**config.mk**
```make
export PLATFORM = sky130hd
export DESIGN_NAME = uart_rx_fifo_writer_flat
export DESIGN_NICKNAME = d
export VERILOG_FILES = /design/src/rtl/uart_rx_fifo_writer_if.sv /design/src/rtl/uart_rx_fifo_writer.sv /design/src/flat_wrapper.sv
export SDC_FILE = /design/constraint.sdc
export NUM_CORES = 1
export LEC_CHECK = 0
export BUFFER_PORTS_ARGS = -buffer_cell sky130_fd_sc_hd__clkbuf_2
export CORE_AREA = 2 2 66 68
export CTS_BUF_LIST = sky130_fd_sc_hd__clkbuf_16
export DETAILED_ROUTE_END_ITERATION = 10
export DIE_AREA = 0 0 68 70
export GPL_ROUTABILITY_DRIVEN = 0
export PLACE_DENSITY_LB_ADDON = 0.25
export SLEW_MARGIN = 20
export SYNTH_ARGS = -nofsm -noshare
export SYNTH_HDL_FRONTEND = slang
export SYNTH_SLANG_ARGS = --single-unit
```
**constraint.sdc**
```tcl
create_clock -name uart_clk -period 1.95 [get_ports uart_clk]
set_input_delay 0.2925 -clock uart_clk [delete_from_list [all_inputs] [get_ports uart_clk]]
set_output_delay 0.2925 -clock uart_clk [all_outputs]
set_load 0.05 [all_outputs]
```
**src/rtl/uart_rx_fifo_writer_if.sv**
```systemverilog
// Bundles the receive strobe, full flag, overflow clear and the FIFO write-side outputs of
// uart_rx_fifo_writer. The controller uses the master modport; the environment uses slave.
interface uart_rx_fifo_writer_if #(
  parameter int ADDR_WIDTH = 4,
  parameter int DATA_WIDTH = 8,
  parameter int OVF_CNT_W  = 8
);
  logic [DATA_WIDTH-1:0] rx_data;
  logic                  rx_valid;
  logic                  comp_full;
  logic                  clr_ovf;
  logic                  wr_en;
  logic [DATA_WIDTH-1:0] wr_data;
  logic [ADDR_WIDTH-1:0] w_add;
  logic                  hold_busy;
  logic                  ovf_flag;
  logic [OVF_CNT_W-1:0]  ovf_cnt;

  modport master (
    input  rx_data, rx_valid, comp_full, clr_ovf,
    output wr_en, wr_data, w_add, hold_busy, ovf_flag, ovf_cnt
  );

  modport slave (
    output rx_data, rx_valid, comp_full, clr_ovf,
    input  wr_en, wr_data, w_add, hold_busy, ovf_flag, ovf_cnt
  );
endinterface

```
**src/rtl/uart_rx_fifo_writer.sv**
```systemverilog
// Write-side controller of the UART->processor async FIFO (uart_clk domain): writes received
// bytes, parks one byte while the FIFO is full, and counts bytes dropped beyond that.
module uart_rx_fifo_writer #(
  parameter int ADDR_WIDTH = 4,
  parameter int DATA_WIDTH = 8,
  parameter int OVF_CNT_W  = 8
) (
  input  logic                  uart_clk,
  input  logic                  reset,
  uart_rx_fifo_writer_if.master bus
);
  // Handshakes: rx_valid is a one-cycle strobe with no back-pressure, so each byte is written,
  // parked or dropped in the cycle it arrives; wr_en is a one-cycle write strobe with no ready,
  // addressed by the pre-increment w_add.
  typedef enum logic {IDLE = 1'b0, HOLD = 1'b1} state_t;

  state_t                state_q,    state_d;
  logic [DATA_WIDTH-1:0] hold_q,     hold_d;
  logic                  wr_en_q,    wr_en_d;
  logic [DATA_WIDTH-1:0] wr_data_q,  wr_data_d;
  logic [ADDR_WIDTH-1:0] w_add_q,    w_add_d;
  logic                  ovf_flag_q, ovf_flag_d;
  logic [OVF_CNT_W-1:0]  ovf_cnt_q,  ovf_cnt_d;
  logic                  drop;

  always_ff @(posedge uart_clk or posedge reset) begin
    if (reset) begin
      state_q    <= IDLE;
      hold_q     <= '0;
      wr_en_q    <= 1'b0;
      wr_data_q  <= '0;
      w_add_q    <= '0;
      ovf_flag_q <= 1'b0;
      ovf_cnt_q  <= '0;
    end else begin
      state_q    <= state_d;
      hold_q     <= hold_d;
      wr_en_q    <= wr_en_d;
      wr_data_q  <= wr_data_d;
      w_add_q    <= w_add_d;
      ovf_flag_q <= ovf_flag_d;
      ovf_cnt_q  <= ovf_cnt_d;
    end
  end

  always_comb begin
    state_d   = state_q;
    hold_d    = hold_q;
    wr_en_d   = 1'b0;
    wr_data_d = wr_data_q;
    w_add_d   = wr_en_q ? ADDR_WIDTH'(w_add_q + 1'b1) : w_add_q;
    drop      = 1'b0;

    unique case (state_q)
      IDLE: begin
        if (bus.rx_valid) begin
          if (!bus.comp_full) begin
            wr_en_d   = 1'b1;
            wr_data_d = bus.rx_data;
          end else begin
            hold_d  = bus.rx_data;
            state_d = HOLD;
          end
        end
      end
      HOLD: begin
        if (!bus.comp_full) begin
          wr_en_d   = 1'b1;
          wr_data_d = hold_q;
          // A byte arriving as room opens takes the freed hold slot rather than being written.
          if (bus.rx_valid) hold_d  = bus.rx_data;
          else              state_d = IDLE;
        end else if (bus.rx_valid) begin
          drop = 1'b1;
        end
      end
      default: state_d = IDLE;
    endcase

    // A drop in the same cycle as clr_ovf counts from a cleared counter.
    ovf_flag_d = bus.clr_ovf ? 1'b0 : ovf_flag_q;
    ovf_cnt_d  = bus.clr_ovf ? '0   : ovf_cnt_q;
    if (drop) begin
      ovf_flag_d = 1'b1;
      if (bus.clr_ovf)      ovf_cnt_d = OVF_CNT_W'(1);
      else if (!(&ovf_cnt_q)) ovf_cnt_d = OVF_CNT_W'(ovf_cnt_q + 1'b1);
    end
  end

  assign bus.wr_en     = wr_en_q;
  assign bus.wr_data   = wr_data_q;
  assign bus.w_add     = w_add_q;
  assign bus.hold_busy = (state_q == HOLD);
  assign bus.ovf_flag  = ovf_flag_q;
  assign bus.ovf_cnt   = ovf_cnt_q;
endmodule

```
**src/flat_wrapper.sv**
```systemverilog
// flat-port wrapper written by rule: the top's interface ports become plain ports
module uart_rx_fifo_writer_flat 
#(
  parameter int ADDR_WIDTH = 4,
  parameter int DATA_WIDTH = 8,
  parameter int OVF_CNT_W  = 8
)
  (uart_clk, reset, bus_rx_data, bus_rx_valid, bus_comp_full, bus_clr_ovf, bus_wr_en, bus_wr_data, bus_w_add, bus_hold_busy, bus_ovf_flag, bus_ovf_cnt);
  uart_rx_fifo_writer_if #(.ADDR_WIDTH(ADDR_WIDTH), .DATA_WIDTH(DATA_WIDTH), .OVF_CNT_W(OVF_CNT_W)) bus_i ();
  input  logic uart_clk;
  input  logic reset;
  input wire logic [$bits(bus_i.rx_data)-1:0] bus_rx_data;
  input wire logic [$bits(bus_i.rx_valid)-1:0] bus_rx_valid;
  input wire logic [$bits(bus_i.comp_full)-1:0] bus_comp_full;
  input wire logic [$bits(bus_i.clr_ovf)-1:0] bus_clr_ovf;
  output wire logic [$bits(bus_i.wr_en)-1:0] bus_wr_en;
  output wire logic [$bits(bus_i.wr_data)-1:0] bus_wr_data;
  output wire logic [$bits(bus_i.w_add)-1:0] bus_w_add;
  output wire logic [$bits(bus_i.hold_busy)-1:0] bus_hold_busy;
  output wire logic [$bits(bus_i.ovf_flag)-1:0] bus_ovf_flag;
  output wire logic [$bits(bus_i.ovf_cnt)-1:0] bus_ovf_cnt;
  assign bus_i.rx_data = bus_rx_data;
  assign bus_i.rx_valid = bus_rx_valid;
  assign bus_i.comp_full = bus_comp_full;
  assign bus_i.clr_ovf = bus_clr_ovf;
  assign bus_wr_en = bus_i.wr_en;
  assign bus_wr_data = bus_i.wr_data;
  assign bus_w_add = bus_i.w_add;
  assign bus_hold_busy = bus_i.hold_busy;
  assign bus_ovf_flag = bus_i.ovf_flag;
  assign bus_ovf_cnt = bus_i.ovf_cnt;
  uart_rx_fifo_writer #(.ADDR_WIDTH(ADDR_WIDTH), .DATA_WIDTH(DATA_WIDTH), .OVF_CNT_W(OVF_CNT_W)) u_core (.uart_clk(uart_clk), .reset(reset), .bus(bus_i));
endmodule
```
[Yosys cells after proc, flatten, opt, wreduce, memory -nomap -nowiden]
Cells that the tools add are included.
W data, S select, Z words.
Word-level totals
  bits in registers: 31
  bits of input ports: 13
  output and inout port bits: 23
  word-level logic and storage cells: 44
Cells by class
  $add $sub $neg: 2
  equality and inequality tests: 5
  muxes and demuxes: 25
  bitwise operators: 1
  reductions and logical operators: 4
Operators with widths (count)
  $mux W8: 11
  $pmux W8 S2: 2
  $mux W1: 10
  $ne A2 B2 Y1 const B: 5
  $add A8 B1 Y8 const B: 1
  $reduce_and A8 Y1: 1
  $add A4 B1 Y4 const B: 1
  $pmux W1 S2: 2
  $reduce_and A4 Y1: 1
  $reduce_and A3 Y1: 1
  $reduce_bool A2 Y1: 1
  $not A1 Y1: 1

[Longest topological paths before layout]
  depth after elaboration: 4
  depth in mapped cells: 5
  mapped depth without buffers: 5

[Worst setup path after synthesis]
No wires, ideal clock.
  path kind: flip-flop to flip-flop
  from: register u_core.ovf_cnt_q[0], in the netlist u_core.bus.ovf_cnt[0]
  to: register u_core.ovf_cnt_q[5], in the netlist u_core.bus.ovf_cnt[5]
  library setup time: 125 ps
  data arrival time: 1665 ps
  setup slack: 160 ps
  stages on the path, launching flop included: 6
  path buffers: 0
  clock period less this slack: 1790 ps
  cells stage by stage: dfrtp_1 -> ha_1 -> nand4_1 -> o211ai_1 -> nor2_1 -> mux2_2
On the way
  word-level cells in the longest chain between the ends: 4
  elaborated cells between the ends (all ways): 5
  those cells by class: add/sub: 1; mux: 3; reduce/logical: 1
RTL lines
  start: declaration: RTL line uart_rx_fifo_writer.sv:23  | logic [OVF_CNT_W-1:0] ovf_cnt_q, ovf_cnt_d;
  start signal: assignment: RTL line uart_rx_fifo_writer.sv:42  | ovf_cnt_q <= ovf_cnt_d;
  $add A8 B1 Y8 / $reduce_and A8 Y1 (equally long branches): RTL line uart_rx_fifo_writer.sv:86  | else if (!(&ovf_cnt_q)) ovf_cnt_d = OVF_CNT_W'(ovf_cnt_q + 1'b1);
  $mux W8 *: RTL line uart_rx_fifo_writer.sv:86
  $mux W8 *: RTL line uart_rx_fifo_writer.sv:85  | if (bus.clr_ovf) ovf_cnt_d = OVF_CNT_W'(1);
  $mux W8 *: RTL line uart_rx_fifo_writer.sv:83  | if (drop) begin
  net u_core.ovf_cnt_d[5]: RTL line uart_rx_fifo_writer.sv:23
The timed path passes the listed nets; every way through them passes the cells marked *.
A chain may end at the register's enable or synchronous reset.

[Worst setup path after layout]
Same ends and word-level chain as after synthesis.

==> summary.txt <==
Run status
  – Status: complete, no violations

Final layout
  – Ant diodes: 0
  – # fillers: 423
  – Area grow syn2layout: 27.0%
  – Most common cell after layout, fill and taps aside: clkbuf_2
  – NumNets Final: 178
  – Non-filler instance count after layout: 215
  – Most frequent cells in the layout: clkbuf_2, dfrtp_1, nand2_1
  – Share of layout cells above drive strength 1: 0.337

Synth
  – Synth top area cells: dfrtp_1, mux2_2, mux2i_1
  – Syn nets: 136
  – Yosys reg bits: 31
  – Ys async rst share: 1.00
  – Mapped Area: 1390 µm²
  – Area leader, netlist: dfrtp_1
  – Top_reg_cell synth: dfrtp_1
  – Post-synthesis mux area share: 0.154
  – Synth Area in Compound Gates: 0.0723
  – Mean Syn Cell Area: 11.4 µm²
  – Sequential area share after synthesis: 0.560
  – Largest family of logic cells by synthesized area: multiplexers
  – Number of synthesized flops with an enable pin: 0
  – Share of the synthesized area in the top cell type: 0.560
  – YS warnings: 0
  – Xor-xnor portion of the synthesized cell area: 0.0316
  – Synth Area in Adders: 0.0253
  – Post-Synth Simple-Gate Area: 0.133
  – Synth unique cells: 29
  – Cells after synthesis: 121

STA
  – Max Clk Rate: 0.629 GHz
  – Total negative slack: 0 ns
  – Slew Viols, Final: 0
  – Clk_skew: 0.00298 ns
  – Post-route setup slack: 0.361 ns
  – Slew HR: 0.669
  – Crit path time final: 1.59 ns
  – RSZ-0062 raised after global routing: no
  – Final period util: 0.815
  – Hold Fails Final Rpt: 0
  – Final setup vio count: 0
  – Worst-Margin Slew: 0.495 ns

Worst setup path
  – Delay of the slowest cell on the worst path: 0.43 ns
  – Critical path, cell by cell: ha_1, nand4_1, o211ai_1, nor2_1, mux2_2
  – Worst Path Buf+Inv: 0
  – Worst setup SP type: register
  – CP Class: reg2reg
  – Worst Path Arrival: 1.74 ns
  – Worst-path fanout max: 6
  – Worst path top cell family by delay: flip-flops
  – WP data required: 2.10 ns
  – Slowest CP cell: dfrtp_1
  – Setup crit end kind: register

Placed design
  – Pre-CTS setup slack: 0.380 ns
  – Dpl cells: 208
  – Post-DP HPWL: 2220 µm
  – Port buffer count: 35

Clocking
  – # hold bufs at CTS: 0
  – Max Root-Sink Buffers: 2
  – Clock-pin transition on the worst setup and hold timing paths: 0.05 ns
  – H-tree depth: 2
  – Post-cts sizing count: 0
  – Total clock sinks: 31
  – CTS tree: built
  – Post-CTS Repair Setup Buffers: 0
  – Worst skew pair latency: 0.27 ns
  – Root buf cell: clkbuf_16
  – Cts bufs inserted: 5

Die
  – Die area: 4760 µm²
  – Chip Width: 68 µm
  – Starting Density: 0.334
  – Core Area: 4140 µm²
  – Placement Rows: 24
  – Top-level port count: 36
  – Die height: 70 µm

Routing
  – Routed WL per cell: 13.9 µm
  – Final ANT Viol Nets: 0
  – DR vias: 1052
  – Routed wire length: 2980 µm
  – Number of vias per cell: 4.89
  – DRC: 0
  – First DRT Iteration DRCs: 48
  – DR pass1 iterations: 4

Global routing
  – Number of global-route vias before repair: 1138
  – Initial antenna violation count: 0
  – Gr usage total: 0.145
  – First-pass GRT wire length: 5150 µm
  – Largest net degree at the start of global routing: 20
  – GRT overflow: 0

Power and ir drop
  – Maximum VDD drop: 0.526 mV
  – Tot Pwr: 2220 µW
  – P_leak: 0.000856 µW
  – Cell Pwr Density: 1260 nW/µm²

Job
  – Max cap viols: 0

Worst hold path
  – HP Class: in2async
## layout make-up
type | instances | area (µm²) | area share
Sequential cell | 31 | 776 | 0.441
Multi-Input combinational cell | 84 | 576 | 0.327
Timing Repair Buffer | 38 | 198 | 0.112
Clock buffer | 5 | 125 | 0.0711
Tap cell | 52 | 65.1 | 0.0370
Inverter | 3 | 11.3 | 0.00640
Clock inverter | 2 | 8.76 | 0.00498
## registers in the layout, summed over array words and instances, names as in the netlist
register	count
u_core.bus.hold_busy	1
u_core.bus.ovf_cnt	8
u_core.bus.ovf_flag	1
u_core.bus.w_add	4
u_core.bus.wr_data	8
u_core.bus.wr_en	1
u_core.hold_q	8
## synth_stat cells (3+ instances only)
cell,instances
dfrtp_1,31
inv_1,3
mux2_2,10
mux2i_1,10
nand2_1,14
nand3_1,3
nand4_1,3
nor2_1,9
nor3_1,3
o21ai_0,10
xor2_1,3
## report_power, final
part / internal [µW] / switching [µW]
clock: 457 / 245
sequential: 775 / 96.2
combinational: 187 / 459
total: 1420 / 800
## logic make-up after synthesis
family          Yosys count
simple gates             39
flops                    31
mux                      20
compound gates           17
buf+inv                   6
xor+xnor                  5
fa+ha+maj                 3
## metrics by stage
step,cell area [µm²],hold WS [ns],utilization
6_report,1760,0.0213,0.425
3_5_place_dp,1630,0.348,0.392
2_1_floorplan,1390,0.396,-
5_1_grt,1760,0.0838,0.425
4_1_cts,1760,0.0594,0.425
3_3_place_gp,1630,0.326,0.392
## path summary, 6_finish.rpt
kind                                       startpoint                    end  slack, ns  cells past startpoint
worst max register to register  u_core.bus.ovf_cnt[0]  u_core.bus.ovf_cnt[5]       0.36                      5
min in group uart_clk                  bus_rx_data[3]       u_core.hold_q[3]       0.27                      2
worst min-delay path                            reset  u_core.bus.ovf_cnt[6]       0.02                      2
max in group asynchronous                       reset       u_core.bus.wr_en       1.28                      3
worst min register to register    u_core.bus.w_add[3]    u_core.bus.w_add[3]       0.47                      1
worst max-delay path            u_core.bus.ovf_cnt[0]  u_core.bus.ovf_cnt[5]       0.36                      5
## metal layers
metal / wire length [µm] / track usage / vias up
met2: 1540 / 0.238 / 35
met5: 0 / 0 / -
met1: 1230 / 0.166 / 507
li1: - / - / 506
met4: 35 / 0.0622 / 0
met3: 171 / 0.0531 / 4
Note: power is estimated with default switching activity, not from simulation.
